--- config.mk ---
export PLATFORM = sky130hd
export DESIGN_NAME = serial_code_lock_flat
export DESIGN_NICKNAME = d
export VERILOG_FILES = /design/src/rtl/serial_code_lock_if.sv /design/src/rtl/serial_code_lock.sv /design/src/flat_wrapper.sv
export SDC_FILE = /design/constraint.sdc
export NUM_CORES = 1
export LEC_CHECK = 0
export BUFFER_PORTS_ARGS = -buffer_cell sky130_fd_sc_hd__buf_2
export CORE_MARGIN = 3
export CORE_UTILIZATION = 64
export CTS_CLUSTER_DIAMETER = 100
export DETAILED_ROUTE_END_ITERATION = 8
export PLACE_DENSITY = 0.84
export SYNTH_ARGS = -nofsm -noshare
export SYNTH_HDL_FRONTEND = slang
export SYNTH_SLANG_ARGS = --single-unit
--- constraint.sdc ---
create_clock -name clk -period 3.8 [get_ports clk]
set_input_delay 0.38 -clock clk [delete_from_list [all_inputs] [get_ports clk]]
set_output_delay 0.38 -clock clk [all_outputs]
set_load 0.02 [all_outputs]
--- src/rtl/serial_code_lock_if.sv ---
// Interface: serial_code_lock_if
// Bundles the serial-code front-end handshake with the lock status outputs.
//   x_valid  : x carries a code bit this cycle
//   x        : serial code bit, MSB first
//   relock   : force return to the locked state (level)
//   prog_en  : request code programming (honoured only while unlocked)
//   unlock   : lock open
//   vg / ng  : one-cycle pulse, accepted bit correct (or stored) / wrong
//   lockout  : lockout active, input ignored
//   fail_cnt : wrong attempts since last success/lockout
//   bit_idx  : index of next expected bit (0 = MSB)
// Modports: slave = lock core, master = front end / bench.
interface serial_code_lock_if #(
    parameter int unsigned CODE_LEN = 10,
    parameter int unsigned MAX_FAIL = 3
);
    localparam int unsigned IDX_W  = $clog2(CODE_LEN);
    localparam int unsigned FAIL_W = $clog2(MAX_FAIL + 1);

    logic              x_valid;
    logic              x;
    logic              relock;
    logic              prog_en;
    logic              unlock;
    logic              vg;
    logic              ng;
    logic              lockout;
    logic [FAIL_W-1:0] fail_cnt;
    logic [IDX_W-1:0]  bit_idx;

    modport master (
        output x_valid, x, relock, prog_en,
        input  unlock, vg, ng, lockout, fail_cnt, bit_idx
    );

    modport slave (
        input  x_valid, x, relock, prog_en,
        output unlock, vg, ng, lockout, fail_cnt, bit_idx
    );
endinterface

--- src/rtl/serial_code_lock.sv ---
// Module: serial_code_lock
// Serial combination lock: code bits arrive MSB first on qualified clocks and are
// compared against a stored CODE_LEN-bit code. Wrong attempts are counted and lead
// to a timed lockout; a successful entry opens the lock, which relocks on request
// or after UNLOCK_CYC clocks (0 = never). While open, the code can be reprogrammed.
// Ports:
//   clk    : clock, rising edge
//   rst_n  : asynchronous reset, active low
//   bus    : serial_code_lock_if slave (inputs x_valid/x/relock/prog_en,
//            registered outputs unlock/vg/ng/lockout/fail_cnt/bit_idx)
module serial_code_lock #(
    parameter int unsigned         CODE_LEN     = 10,
    parameter logic [CODE_LEN-1:0] DEFAULT_CODE = 10'b0000001101,
    parameter int unsigned         MAX_FAIL     = 3,
    parameter int unsigned         LOCKOUT_CYC  = 16,
    parameter int unsigned         UNLOCK_CYC   = 8
) (
    input  logic              clk,
    input  logic              rst_n,
    serial_code_lock_if.slave bus
);
    localparam int unsigned IDX_W   = $clog2(CODE_LEN);
    localparam int unsigned FAIL_W  = $clog2(MAX_FAIL + 1);
    localparam int unsigned TMR_MAX = (LOCKOUT_CYC > UNLOCK_CYC) ? LOCKOUT_CYC : UNLOCK_CYC;
    localparam int unsigned TMR_W   = $clog2(TMR_MAX + 1);

    localparam logic [IDX_W-1:0]  IDX_LAST    = IDX_W'(CODE_LEN - 1);
    localparam logic [FAIL_W-1:0] FAIL_MAX    = FAIL_W'(MAX_FAIL);
    localparam logic [TMR_W-1:0]  LOCK_LAST   = TMR_W'(LOCKOUT_CYC - 1);
    localparam logic [TMR_W-1:0]  OPEN_LAST   = TMR_W'((UNLOCK_CYC == 0) ? 0 : UNLOCK_CYC - 1);
    localparam bit                AUTO_RELOCK = (UNLOCK_CYC != 0);

    typedef enum logic [1:0] {
        ST_ENTER    = 2'd0,
        ST_UNLOCKED = 2'd1,
        ST_PROGRAM  = 2'd2,
        ST_LOCKOUT  = 2'd3
    } state_e;

    state_e              state_q,    state_d;
    logic [CODE_LEN-1:0] code_q,     code_d;
    logic [CODE_LEN-1:0] shadow_q,   shadow_d;
    logic [IDX_W-1:0]    bit_idx_q,  bit_idx_d;
    logic [FAIL_W-1:0]   fail_cnt_q, fail_cnt_d;
    logic [TMR_W-1:0]    timer_q,    timer_d;
    logic                unlock_q,   unlock_d;
    logic                lockout_q,  lockout_d;
    logic                vg_q,       vg_d;
    logic                ng_q,       ng_d;

    logic                exp_bit_c;
    logic [FAIL_W-1:0]   fail_inc_c;
    logic [CODE_LEN-1:0] shadow_next_c;

    // Expected code bit for the current position, MSB first.
    assign exp_bit_c     = code_q[IDX_LAST - bit_idx_q];
    // Saturating wrong-attempt increment.
    assign fail_inc_c    = (fail_cnt_q == FAIL_MAX) ? fail_cnt_q : fail_cnt_q + FAIL_W'(1);
    // Programming shift: new bit enters at the LSB so the first bit ends up as MSB.
    assign shadow_next_c = {shadow_q[CODE_LEN-2:0], bus.x};

    // Next-state and output decode.
    always_comb begin
        state_d    = state_q;
        code_d     = code_q;
        shadow_d   = shadow_q;
        bit_idx_d  = bit_idx_q;
        fail_cnt_d = fail_cnt_q;
        timer_d    = timer_q;
        unlock_d   = unlock_q;
        lockout_d  = lockout_q;
        vg_d       = 1'b0;
        ng_d       = 1'b0;

        case (state_q)
            ST_ENTER: begin
                if (bus.x_valid) begin
                    if (bus.x == exp_bit_c) begin
                        vg_d = 1'b1;
                        if (bit_idx_q == IDX_LAST) begin
                            bit_idx_d  = '0;
                            fail_cnt_d = '0;
                            timer_d    = '0;
                            unlock_d   = 1'b1;
                            state_d    = ST_UNLOCKED;
                        end else begin
                            bit_idx_d = bit_idx_q + IDX_W'(1);
                        end
                    end else begin
                        // A wrong bit aborts the attempt; it never starts a new one.
                        ng_d       = 1'b1;
                        bit_idx_d  = '0;
                        fail_cnt_d = fail_inc_c;
                        if (fail_inc_c == FAIL_MAX) begin
                            timer_d   = '0;
                            lockout_d = 1'b1;
                            state_d   = ST_LOCKOUT;
                        end
                    end
                end
            end

            ST_UNLOCKED: begin
                // relock beats prog_en beats the auto-relock timeout.
                if (bus.relock) begin
                    unlock_d = 1'b0;
                    state_d  = ST_ENTER;
                end else if (bus.prog_en) begin
                    shadow_d  = '0;
                    bit_idx_d = '0;
                    state_d   = ST_PROGRAM;
                end else if (AUTO_RELOCK && (timer_q == OPEN_LAST)) begin
                    unlock_d = 1'b0;
                    state_d  = ST_ENTER;
                end else if (AUTO_RELOCK) begin
                    timer_d = timer_q + TMR_W'(1);
                end
            end

            ST_PROGRAM: begin
                if (bus.relock) begin
                    // Abort: the partially shifted code never reaches code_q.
                    shadow_d  = '0;
                    bit_idx_d = '0;
                    unlock_d  = 1'b0;
                    state_d   = ST_ENTER;
                end else if (bus.x_valid) begin
                    vg_d     = 1'b1;
                    shadow_d = shadow_next_c;
                    if (bit_idx_q == IDX_LAST) begin
                        code_d    = shadow_next_c;
                        bit_idx_d = '0;
                        unlock_d  = 1'b0;
                        state_d   = ST_ENTER;
                    end else begin
                        bit_idx_d = bit_idx_q + IDX_W'(1);
                    end
                end
            end

            ST_LOCKOUT: begin
                if (timer_q == LOCK_LAST) begin
                    lockout_d  = 1'b0;
                    fail_cnt_d = '0;
                    bit_idx_d  = '0;
                    state_d    = ST_ENTER;
                end else begin
                    timer_d = timer_q + TMR_W'(1);
                end
            end

            default: begin
                state_d = ST_ENTER;
            end
        endcase
    end

    // State and output registers.
    always_ff @(posedge clk or negedge rst_n) begin
        if (!rst_n) begin
            state_q    <= ST_ENTER;
            code_q     <= DEFAULT_CODE;
            shadow_q   <= '0;
            bit_idx_q  <= '0;
            fail_cnt_q <= '0;
            timer_q    <= '0;
            unlock_q   <= 1'b0;
            lockout_q  <= 1'b0;
            vg_q       <= 1'b0;
            ng_q       <= 1'b0;
        end else begin
            state_q    <= state_d;
            code_q     <= code_d;
            shadow_q   <= shadow_d;
            bit_idx_q  <= bit_idx_d;
            fail_cnt_q <= fail_cnt_d;
            timer_q    <= timer_d;
            unlock_q   <= unlock_d;
            lockout_q  <= lockout_d;
            vg_q       <= vg_d;
            ng_q       <= ng_d;
        end
    end

    assign bus.unlock   = unlock_q;
    assign bus.lockout  = lockout_q;
    assign bus.vg       = vg_q;
    assign bus.ng       = ng_q;
    assign bus.fail_cnt = fail_cnt_q;
    assign bus.bit_idx  = bit_idx_q;
endmodule

--- src/flat_wrapper.sv ---
// flat-port wrapper written by rule: the top's interface ports become plain ports
module serial_code_lock_flat 
#(
    parameter int unsigned         CODE_LEN     = 10,
    parameter logic [CODE_LEN-1:0] DEFAULT_CODE = 10'b0000001101,
    parameter int unsigned         MAX_FAIL     = 3,
    parameter int unsigned         LOCKOUT_CYC  = 16,
    parameter int unsigned         UNLOCK_CYC   = 8
)
  (clk, rst_n, bus_x_valid, bus_x, bus_relock, bus_prog_en, bus_unlock, bus_vg, bus_ng, bus_lockout, bus_fail_cnt, bus_bit_idx);
  serial_code_lock_if #(.CODE_LEN(CODE_LEN), .MAX_FAIL(MAX_FAIL)) bus_i ();
  input  logic clk;
  input  logic rst_n;
  input wire logic [$bits(bus_i.x_valid)-1:0] bus_x_valid;
  input wire logic [$bits(bus_i.x)-1:0] bus_x;
  input wire logic [$bits(bus_i.relock)-1:0] bus_relock;
  input wire logic [$bits(bus_i.prog_en)-1:0] bus_prog_en;
  output wire logic [$bits(bus_i.unlock)-1:0] bus_unlock;
  output wire logic [$bits(bus_i.vg)-1:0] bus_vg;
  output wire logic [$bits(bus_i.ng)-1:0] bus_ng;
  output wire logic [$bits(bus_i.lockout)-1:0] bus_lockout;
  output wire logic [$bits(bus_i.fail_cnt)-1:0] bus_fail_cnt;
  output wire logic [$bits(bus_i.bit_idx)-1:0] bus_bit_idx;
  assign bus_i.x_valid = bus_x_valid;
  assign bus_i.x = bus_x;
  assign bus_i.relock = bus_relock;
  assign bus_i.prog_en = bus_prog_en;
  assign bus_unlock = bus_i.unlock;
  assign bus_vg = bus_i.vg;
  assign bus_ng = bus_i.ng;
  assign bus_lockout = bus_i.lockout;
  assign bus_fail_cnt = bus_i.fail_cnt;
  assign bus_bit_idx = bus_i.bit_idx;
  serial_code_lock #(.CODE_LEN(CODE_LEN), .DEFAULT_CODE(DEFAULT_CODE), .MAX_FAIL(MAX_FAIL), .LOCKOUT_CYC(LOCKOUT_CYC), .UNLOCK_CYC(UNLOCK_CYC)) u_core (.clk(clk), .rst_n(rst_n), .bus(bus_i));
endmodule
==> flow_summary.ini, run 1 <==
[critical_path]
crit_required_ns = 4.05
end_kind = flip-flop
crit_buf_inv = 1
critical_path_arrival_ns = 2.91
worstPathMaxFanout = 9
regToRegEndpoint = u_core.bus.fail_cnt[0]$_DFFE_PN0P_
critPathSlowestCell = dfrtp_1
crit_chain = inv_1, ha_1, xnor2_1, or4_1, o21ai_2, xnor2_2, a311o_1, mux2_1
crit_family = flip-flops
critPathLaunch = u_core.bus.bit_idx[1]$_DFFE_PN0P_
crit_path_start_kind = flip-flop
cp.depth = 8
crit_path_max_incr_delay_ns = 0.52
r2r-start = u_core.bus.bit_idx[1]$_DFFE_PN0P_
critPathKind = flip-flop to flip-flop
cp-endpoint = u_core.bus.fail_cnt[0]$_DFFE_PN0P_
reg2reg_depth = 8
r2r_slack_ns = 1.14

[synthesis]
synthSimpleGateAreaFrac_pct = 14.1
yosysTopAreaCell = dfrtp_1
synth_compound_area_share_pct = 15.9
synth_mux_area_share_pct = 13.0
syn_inst = 198
synth-seq-area-share_pct = 44.4
synth_edf_count = 0
ys_async_sr_fraction_pct = 100
yosys-top-cells-area = dfrtp_1 (41%), ha_1 (6.1%), nand2_1 (5.7%)
synth-adder-area-share_pct = 6.14
syn_nets = 214
synth_ff_type = dfrtp_1
synth_top_family_by_area = compound AO/OA/AOI/OAI gates
yosys_warnings = 0
synth_xor_area_share_pct = 3.32
synth.top_cell.area_share_pct = 40.5
synth_cell_types = 52
ys_ff_latch = 36
syn-cell-area_mm2 = 0.00204
avgSynthCellArea_um2 = 10.3

[finish]
syn2layout_area_growth_pct = 8.29
stdcell_count = 257
drive_above_1_share_pct = 20.5
nFillCells = 210
n_antenna_cell = 0
nNetsFinal = 230
multi_input_area_mm2 = 0.00107
seq_area_um2 = 905

[pwr]
ir_drop_mv = 0.377
p_total_w = 0.00148
power_density_mw_per_mm2 = 669
leakage_nw = 1.00

[drt]
ant_nets = 0
wire_per_inst_um = 16.7
vias = 1545
drtPass1Iterations = 5
via_per_inst = 6.01
dr.first_iter.drc_count = 142
drc = 0
routed_wl_um = 4290

[placement]
place_ws_ns = 1.17
port_buffers = 15
dp_cells = 249
dp_hpwl_um = 3080
finalWeightedCongestion = 0.868

[sta]
fin_ws_ns = 1.14
post-route-period-util_pct = 70.1
fmax_mhz = 376
slew_headroom_pct = 36.9
setup_violations = 0
worst_pin_slew_ns = 0.945
finalMaxSlewViolations = 0
rsz0062_at_grt = false
whs_ns = 0.0821
min_period_ns = 2.66
hold_viol_final = 0
setup-tns-final_ns = 0
skew_ns = 0.00803

[clock_tree]
cts_max_path_buffers = 2
clock-sinks = 36
cts_buffers = 5
cts-root-buf = clkbuf_4
cts_resized = 0
cts_tree = yes
clock_latency_ns = 0.36
htreeDepth = 2
clk_pin_slew_ns = 0.12
holdBufCountCts = 0
cts_setup_buffers = 0

[global_route]
overflow = 0
antenna_found_initial = 0
first_global_vias = 1542
grt_pass1_wl_um = 7450
globalRouteTotalUtil_pct = 24.4
grt_max_degree = 37

[die]
ios = 16
num_rows = 19
dieWidth_um = 62.4
core_area_mm2 = 0.00290
die_y_um = 62.4
initial_utilization_pct = 70.2
die_area_mm2 = 0.00390

[hold_path]
hp-class = input pin to asynchronous set/reset pin

[run_status]
status = complete, no violations

[flow_run]
max-cap-violations = 0
[worst min-delay path by stage]
stage                                         from                            endpoint  depth (start not counted)
finish                                       rst_n       u_core.timer_q[2]$_DFFE_PN0P_                          1
global route                                 rst_n  u_core.bus.fail_cnt[0]$_DFFE_PN0P_                          1
CTS                                          rst_n        u_core.code_q[5]$_DFFE_PN0P_                          1
detailed placement  u_core.shadow_q[8]$_DFFE_PN0P_      u_core.shadow_q[8]$_DFFE_PN0P_                          2
global placement    u_core.shadow_q[8]$_DFFE_PN0P_      u_core.shadow_q[8]$_DFFE_PN0P_                          2
floorplan                                    rst_n   u_core.bus.bit_idx[0]$_DFFE_PN0P_                          0
[power breakdown]
group          leakage [nW]  total (W)  internal [W]  switching [W]
registers             0.479   0.000528      0.000449      0.0000795
logic                 0.495   0.000714      0.000260       0.000454
clock network        0.0305   0.000234     0.0000897       0.000145
total                  1.00    0.00148      0.000798       0.000678
[cells in the mapped netlist, drive strengths merged, types with 2 or more instances]
cell and number:
a31oi 2, a21oi 4, o2bb2ai 2, clkbuf 3, nor2b 3, o221ai 2, ha 10, o31ai 2
nand2b 3, a211o 2, nor2 12, o21ai 16, nand3 2, and3 4, dfstp 3, dfrtp 33
mux2 14, mux2i 5, inv 10, xnor2 3, o211a 2, nand2 31, mux4 2, xor2 3
nor3 3, buf 3
[metal layers]
metal	global-route usage, %	wire length, um	share of wire (%)	vias up
met1	30.0	1780	41	742
met3	6.47	243	5.7	10
met5	0	0	0	-
li1	-	-	-	740
met2	42.1	2190	51	53
met4	7.44	77	1.8	0
[cell usage in the layout, fill, tap and decap left out, drive strengths merged, types with 5 or more instances in the layout]
| cell type | count |
|---|---|
| mux2 | 14 |
| clkbuf | 6 |
| nand2 | 31 |
| ha | 10 |
| dfrtp | 33 |
| nor2 | 12 |
| inv | 10 |
| buf | 15 |
| mux2i | 5 |
| o21ai | 16 |
[registers in the layout, indices dropped and copies added, names as in the netlist, 2 cells and up]
register             flops
u_core.timer_q           5
u_core.bus.fail_cnt      2
u_core.state_q           2
u_core.shadow_q          9
u_core.code_q           10
u_core.bus.bit_idx       4
[kinds of logic (layout without fill, tap and decap cells)]
| family | count (synthesis) | after routing |
|---|---|---|
| muxes | 21 | 21 |
| DFF | 36 | 36 |
| AOI/OAI and AO/OA | 46 | 46 |
| adders and majority gates | 10 | 10 |
| xor gates and xnor gates | 6 | 6 |
| and+or+nand+nor | 63 | 63 |
| buffers and inverters | 16 | 33 |
[per-stage QoR]
step,cell area (um2),utilization [%]
CTS,2210,76.1
floorplan,2040,-
finish,2210,76.1
detailed placement,2140,73.8
global route,2210,76.1
global placement,2140,73.8
[cell type report]
class / instances / share of cell area [%]
clock buffer: 6 / 2.33
clock inverter: 2 / 0.681
inverter: 10 / 1.70
multi-input combinational: 146 / 48.5
sequential: 36 / 41.0
tap: 42 / 2.38
timing repair buffer: 15 / 3.40
(Power assumes the default switching activity.)
==> inputs of run 2 (changes only) <==
ABC_AREA = 1   (was not set)
CORE_UTILIZATION = 59   (was 64)
PLACE_DENSITY = 0.78   (was 0.84)
clock period = 2.77 ns   (was 3.8 ns; I/O delays follow)
==> run 2 against run 1 <==
  * Power increased by 41%
  * Setup slack worse by 0.40 ns
  * Critical endpoint is now u_core.timer_q[3]$_DFFE_PN0P_
  * Synthesized area rose by 4.3%
  * Critical path type unchanged
  * Global-route usage fell by 2.8 points
==> flow_summary.ini, run 2 <==
[critical_path]
end_kind = flip-flop
r2r_slack_ns = 0.74
crit_path_start_kind = flip-flop
r2r-start = u_core.bus.bit_idx[1]$_DFFE_PN0P_
regToRegEndpoint = u_core.timer_q[3]$_DFFE_PN0P_
reg2reg_depth = 11
crit_required_ns = 3.03
critPathKind = flip-flop to flip-flop
critical_path_arrival_ns = 2.29
worstPathMaxFanout = 9

[sta]
slew_headroom_pct = 49.5
min_period_ns = 2.03
fmax_mhz = 492
post-route-period-util_pct = 73.3
finalMaxSlewViolations = 0
setup-tns-final_ns = 0
setup_violations = 0
rsz0062_at_grt = false
hold_viol_final = 0
worst_pin_slew_ns = 0.758
skew_ns = 0.00404

[pwr]
p_comb_share_pct = 52.1
power_density_mw_per_mm2 = 902
switching_share_pct = 48.6
seqPwrFrac_pct = 33.7
p_clk_share_pct = 14.1
internal-power_w = 0.00107
switching_power_w = 0.00101
ir_drop_mv = 0.399
leakage_nw = 1.17

[synthesis]
syn_inst = 264
yosysMostFrequentCell = nand2_1
avgSynthCellArea_um2 = 8.05
yosysTopAreaCell = dfrtp_1
synth_cell_types = 34
ys_async_sr_fraction_pct = 100
synth_edf_count = 0
syn_nets = 280
syn-cell-area_mm2 = 0.00212
yosys_warnings = 0
yosys-top-cells-area = dfrtp_1 (39%), nand2_1 (11%), inv_1 (6.7%)
synth.top_cell.area_share_pct = 38.9
synth_commonest_cells = nand2_1 (62), inv_1 (38), dfrtp_1 (33)
synth-seq-area-share_pct = 42.6
synth_ff_type = dfrtp_1
ys_ff_latch = 36

[placement]
port_buffers = 15
dp_hpwl_um = 2940
finalWeightedCongestion = 0.958
dp_cells = 321

[die]
core_area_mm2 = 0.00339
num_rows = 21
initial_utilization_pct = 62.7
dieWidth_um = 66.0
die_area_mm2 = 0.00436
die_y_um = 66.0
ios = 16

[clock_tree]
htreeDepth = 2
cts_max_path_buffers = 2
clock-sinks = 36
clock_latency_ns = 0.36
cts_resized = 0
cts_setup_buffers = 0
holdBufCountCts = 1
cts_tree = yes
cts-root-buf = clkbuf_4
cts_buffers = 5
clk_pin_slew_ns = 0.12

[drt]
drtPass1Iterations = 4
wire_per_inst_um = 12.2
dr.first_iter.drc_count = 140
drc = 0
routed_wl_um = 4040
via_per_inst = 5.33
vias = 1760
ant_nets = 0

[global_route]
overflow = 0
first_global_vias = 1633
antenna_found_initial = 0
globalRouteTotalUtil_pct = 21.7
grt_max_degree = 37
grt_pass1_wl_um = 7100

[finish]
top_register = u_core.code_q
largest_reg_flops = 10
drive_above_1_share_pct = 16.5
syn2layout_area_growth_pct = 8.78
reg_top3 = u_core.code_q x10, u_core.shadow_q x9, u_core.timer_q x5
stdcell_count = 330
n_antenna_cell = 0
nNetsFinal = 299
final_cell_mix = nand2_1 (62), inv_1 (38), dfrtp_1 (33), nand3_1 (24), o21ai_0 (21)
layout_commonest_cell = nand2_1

[run_status]
status = complete, no violations

[hold_path]
hp-class = input pin to flip-flop
hold_depth = 3
min-delay-start = bus_x_valid
hold-path-endpoint = u_core.bus.vg$_DFF_PN0_

[flow_run]
max-cap-violations = 0
run 2: worst max-delay path, stage by stage, from the launching register on:
cell,delay [ns]
dfrtp_1,0.53
inv_1,0.13
ha_1,0.24
xnor2_1,0.25
nand3b_4,0.21
nand2_2,0.08
nand2_4,0.09
nand2_4,0.08
nand2_8,0.10
nand3_4,0.09
nand2_1,0.09
nand2_1,0.05
run 2: cell families (layout without fill, tap and decap cells):
group	Yosys count	after routing	synth area share, %
AO/OA/AOI/OAI	35	35	8.78
XOR/XNOR	3	3	1.24
adder cells (fa/ha/maj)	10	10	5.89
buffers and inverters	45	65	8.54
flip-flops	36	36	42.6
AND/OR/NAND/NOR	135	135	33.0
run 2: power groups by stage:
| stage | clock network (W) | logic [W] | registers (W) |
|---|---|---|---|
| 2_1_floorplan | 0 | 0.000834 | 0.000741 |
| 5_1_grt | 0.000328 | 0.00123 | 0.000714 |
| 4_1_cts | 0.000303 | 0.00109 | 0.000701 |
| 3_5_place_dp | 0 | 0.00107 | 0.000711 |
| 6_report | 0.000295 | 0.00109 | 0.000703 |
| 3_3_place_gp | 0 | 0.00106 | 0.000708 |
run 2: cell type report:
type	instances	area, um2
repair buffers	18	100
flip-flops and latches	36	905
fillers	273	1080
multi-input cells	183	1040
clock inverters	3	23.8
well taps	46	57.6
clock buffers	5	37.5
inverters	39	149
run 2: per-stage QoR:
step                hold slack, ns  power [W]  area, um2  util, %  setup slack, ns
floorplan                  -0.0186    0.00158       2120        -            0.886
global placement             0.390    0.00177       2240     66.1            0.815
detailed placement           0.397    0.00179       2240     66.1            0.794
CTS                          0.160    0.00209       2310     68.2            0.747
global route                 0.162    0.00227       2310     68.2            0.554
finish                       0.164    0.00208       2310     68.2            0.739
run 2: worst max-delay path by stage:
stage                                                  from                             to  slack [ns]  cells after the start
final                     u_core.bus.bit_idx[1]$_DFFE_PN0P_  u_core.timer_q[3]$_DFFE_PN0P_        0.74                     11
after global routing      u_core.bus.bit_idx[1]$_DFFE_PN0P_  u_core.bus.unlock$_DFFE_PN0P_        0.55                      9
after CTS                 u_core.bus.bit_idx[1]$_DFFE_PN0P_  u_core.timer_q[3]$_DFFE_PN0P_        0.75                     11
after detailed placement  u_core.bus.bit_idx[1]$_DFFE_PN0P_  u_core.timer_q[0]$_DFFE_PN0P_        0.79                     11
after global placement    u_core.bus.bit_idx[1]$_DFFE_PN0P_  u_core.timer_q[0]$_DFFE_PN0P_        0.82                     11
after floorplan           u_core.bus.bit_idx[1]$_DFFE_PN0P_  u_core.timer_q[0]$_DFFE_PN0P_        0.89                     11
run 2: layer usage:
metal	vias up	wire (um)	global-route usage, %
li1	889	-	-
met1	818	1960	27.5
met2	47	1780	34.9
met3	6	209	6.12
met4	0	93	8.38
met5	-	0	0
==> inputs of run 3 (changes only) <==
ABC_AREA = 0   (was 1)
PLACE_DENSITY = 0.79   (was 0.78)
clock period = 2.1 ns   (was 2.77 ns; I/O delays follow)
==> run 3 against run 2 <==
  * The run now ends with setup timing left
  * Via count decreased by 3.5%
  * Clock power up 84%
  * Register-to-register slack worse by 0.95 ns
==> flow_summary.ini, run 3 (same netlist as run 1, synthesis figures left out) <==
[run_status]
status = finished with violations
violations = setup timing

[critical_path]
regToRegEndpoint = u_core.bus.fail_cnt[0]$_DFFE_PN0P_
critPathLaunch = u_core.bus.bit_idx[0]$_DFFE_PN0P_
critPathSlowestCell = mux4_2
r2r-start = u_core.bus.bit_idx[0]$_DFFE_PN0P_
critical_path_arrival_ns = 2.55
reg2reg_depth = 7
crit_required_ns = 2.34
r2r_slack_ns = -0.21
end_kind = flip-flop
crit_buf_inv = 1
crit_chain = mux4_2, mux2i_4, buf_6, o21ai_4, xnor2_2, a311o_1, mux2_4
critPathKind = flip-flop to flip-flop
crit_family = multiplexers
worstPathMaxFanout = 3
crit_path_start_kind = flip-flop
crit_path_max_incr_delay_ns = 0.53

[hold_path]
hp-class = input pin to flip-flop
hold_depth = 2
hold-path-endpoint = u_core.bus.vg$_DFF_PN0_
min-delay-start = bus_x_valid

[finish]
stdcell_count = 281
top_register = u_core.code_q
layout_commonest_cell = nand2_1
n_antenna_cell = 0
final_cell_mix = nand2_1 (31), dfrtp_1 (30), buf_4 (20), buf_2 (15), nor2_1 (12)
nFillCells = 211
largest_reg_flops = 10
nNetsFinal = 252
reg_top3 = u_core.code_q x10, u_core.shadow_q x9, u_core.timer_q x5
drive_above_1_share_pct = 35.4
finish.instance_area_mm2 = 0.00252
syn2layout_area_growth_pct = 23.8
final_util_pct = 79.4

[flow_run]
max-cap-violations = 0

[drt]
via_per_inst = 6.05
drc = 0
ant_nets = 0
drtPass1Iterations = 4
routed_wl_um = 4930
dr.first_iter.drc_count = 138
vias = 1699
wire_per_inst_um = 17.6

[sta]
setup_violations = 12
fin_ws_ns = -0.208
worst_pin_slew_ns = 0.808
hold_viol_final = 0
min_period_ns = 2.31
slew_headroom_pct = 46.1
skew_ns = 0.0108
fmax_mhz = 433
post-route-period-util_pct = 110
rsz0062_at_grt = true
finalMaxSlewViolations = 0
whs_ns = 0.192

[global_route]
globalRouteTotalUtil_pct = 24.5
overflow = 0
grt_max_degree = 37
grt_pass1_wl_um = 7890
first_global_vias = 1755
antenna_found_initial = 0

[clock_tree]
clock_latency_ns = 0.34
cts_max_path_buffers = 2
cts-root-buf = clkbuf_4
clock-sinks = 36
clk_pin_slew_ns = 0.11
htreeDepth = 2
cts_buffers = 5
cts_tree = yes

[placement]
dp_cells = 269
port_buffers = 15
place_area_mm2 = 0.00230
dp_hpwl_um = 3320
finalWeightedCongestion = 0.907

[pwr]
power_density_mw_per_mm2 = 1300
leakage_nw = 1.15
ir_drop_mv = 0.782

[die]
num_rows = 20
initial_utilization_pct = 64.1
die_y_um = 64.8
dieWidth_um = 64.8
core_area_mm2 = 0.00318
die_area_mm2 = 0.00419
ios = 16
[run 3: cell count changes in the layout (fill, tap and decap cells not counted), sizes merged, moves of 9 or more]
| cell | before | now |
|---|---|---|
| buf | 17 | 36 |
| inv | 39 | 10 |
| mux2 | 0 | 14 |
| nand2 | 70 | 31 |
| nand3 | 29 | 2 |
| nand4 | 9 | 0 |
| o21ai | 25 | 16 |
[run 3: per-layer routing]
metal / up-vias / wire length [um] / GRT usage, %
met5: - / 0 / 0
li1: 783 / - / -
met3: 23 / 249 / 6.07
met1: 827 / 1990 / 28.9
met4: 0 / 198 / 12.7
met2: 66 / 2490 / 41.0
[run 3: layout make-up]
cell class	count	area, um2	share of cell area (%)
Timing Repair Buffer	37	246	9.77
Sequential cell	36	908	36.0
Clock inverter	1	30.0	1.19
Multi-Input combinational cell	146	1180	46.8
Tap cell	44	55.1	2.18
Inverter	10	37.5	1.49
Clock buffer	7	65.1	2.58
[run 3: how the worst max path moves through the flow]
| stage | endpoint | cells after the start |
|---|---|---|
| after floorplan | u_core.timer_q[0]$_DFFE_PN0P_ | 7 |
| after global placement | u_core.bus.fail_cnt[0]$_DFFE_PN0P_ | 7 |
| after detailed placement | u_core.bus.lockout$_DFFE_PN0P_ | 8 |
| after CTS | u_core.timer_q[1]$_DFFE_PN0P_ | 6 |
| after global routing | u_core.bus.lockout$_DFFE_PN0P_ | 9 |
| final | u_core.bus.fail_cnt[0]$_DFFE_PN0P_ | 7 |
[run 3: stage by stage]
stage          TNS, ns  total power (W)  setup slack (ns)
6_report         -1.57          0.00327            -0.208
5_1_grt          -2.68          0.00348            -0.271
4_1_cts          -1.39          0.00309            -0.196
3_5_place_dp     -1.47          0.00248            -0.222
3_3_place_gp    -0.668          0.00241            -0.106
2_1_floorplan    -1.99          0.00197            -0.249
[run 3: what timing repair did]
action,in CTS,in global routing
hold buffers,1,0
pin swaps,6,10
setup endpoints to repair,14,14
hold endpoints to repair,33,0
resized for setup,7,11
buffers inserted,2,4
[run 3: report_power, final]
part | internal (W) | total (W) | leakage, nW | switching (W)
clock | 0.000316 | 0.000544 | 0.0515 | 0.000228
combinational | 0.000765 | 0.00181 | 0.626 | 0.00104
sequential | 0.000817 | 0.000917 | 0.474 | 0.000100
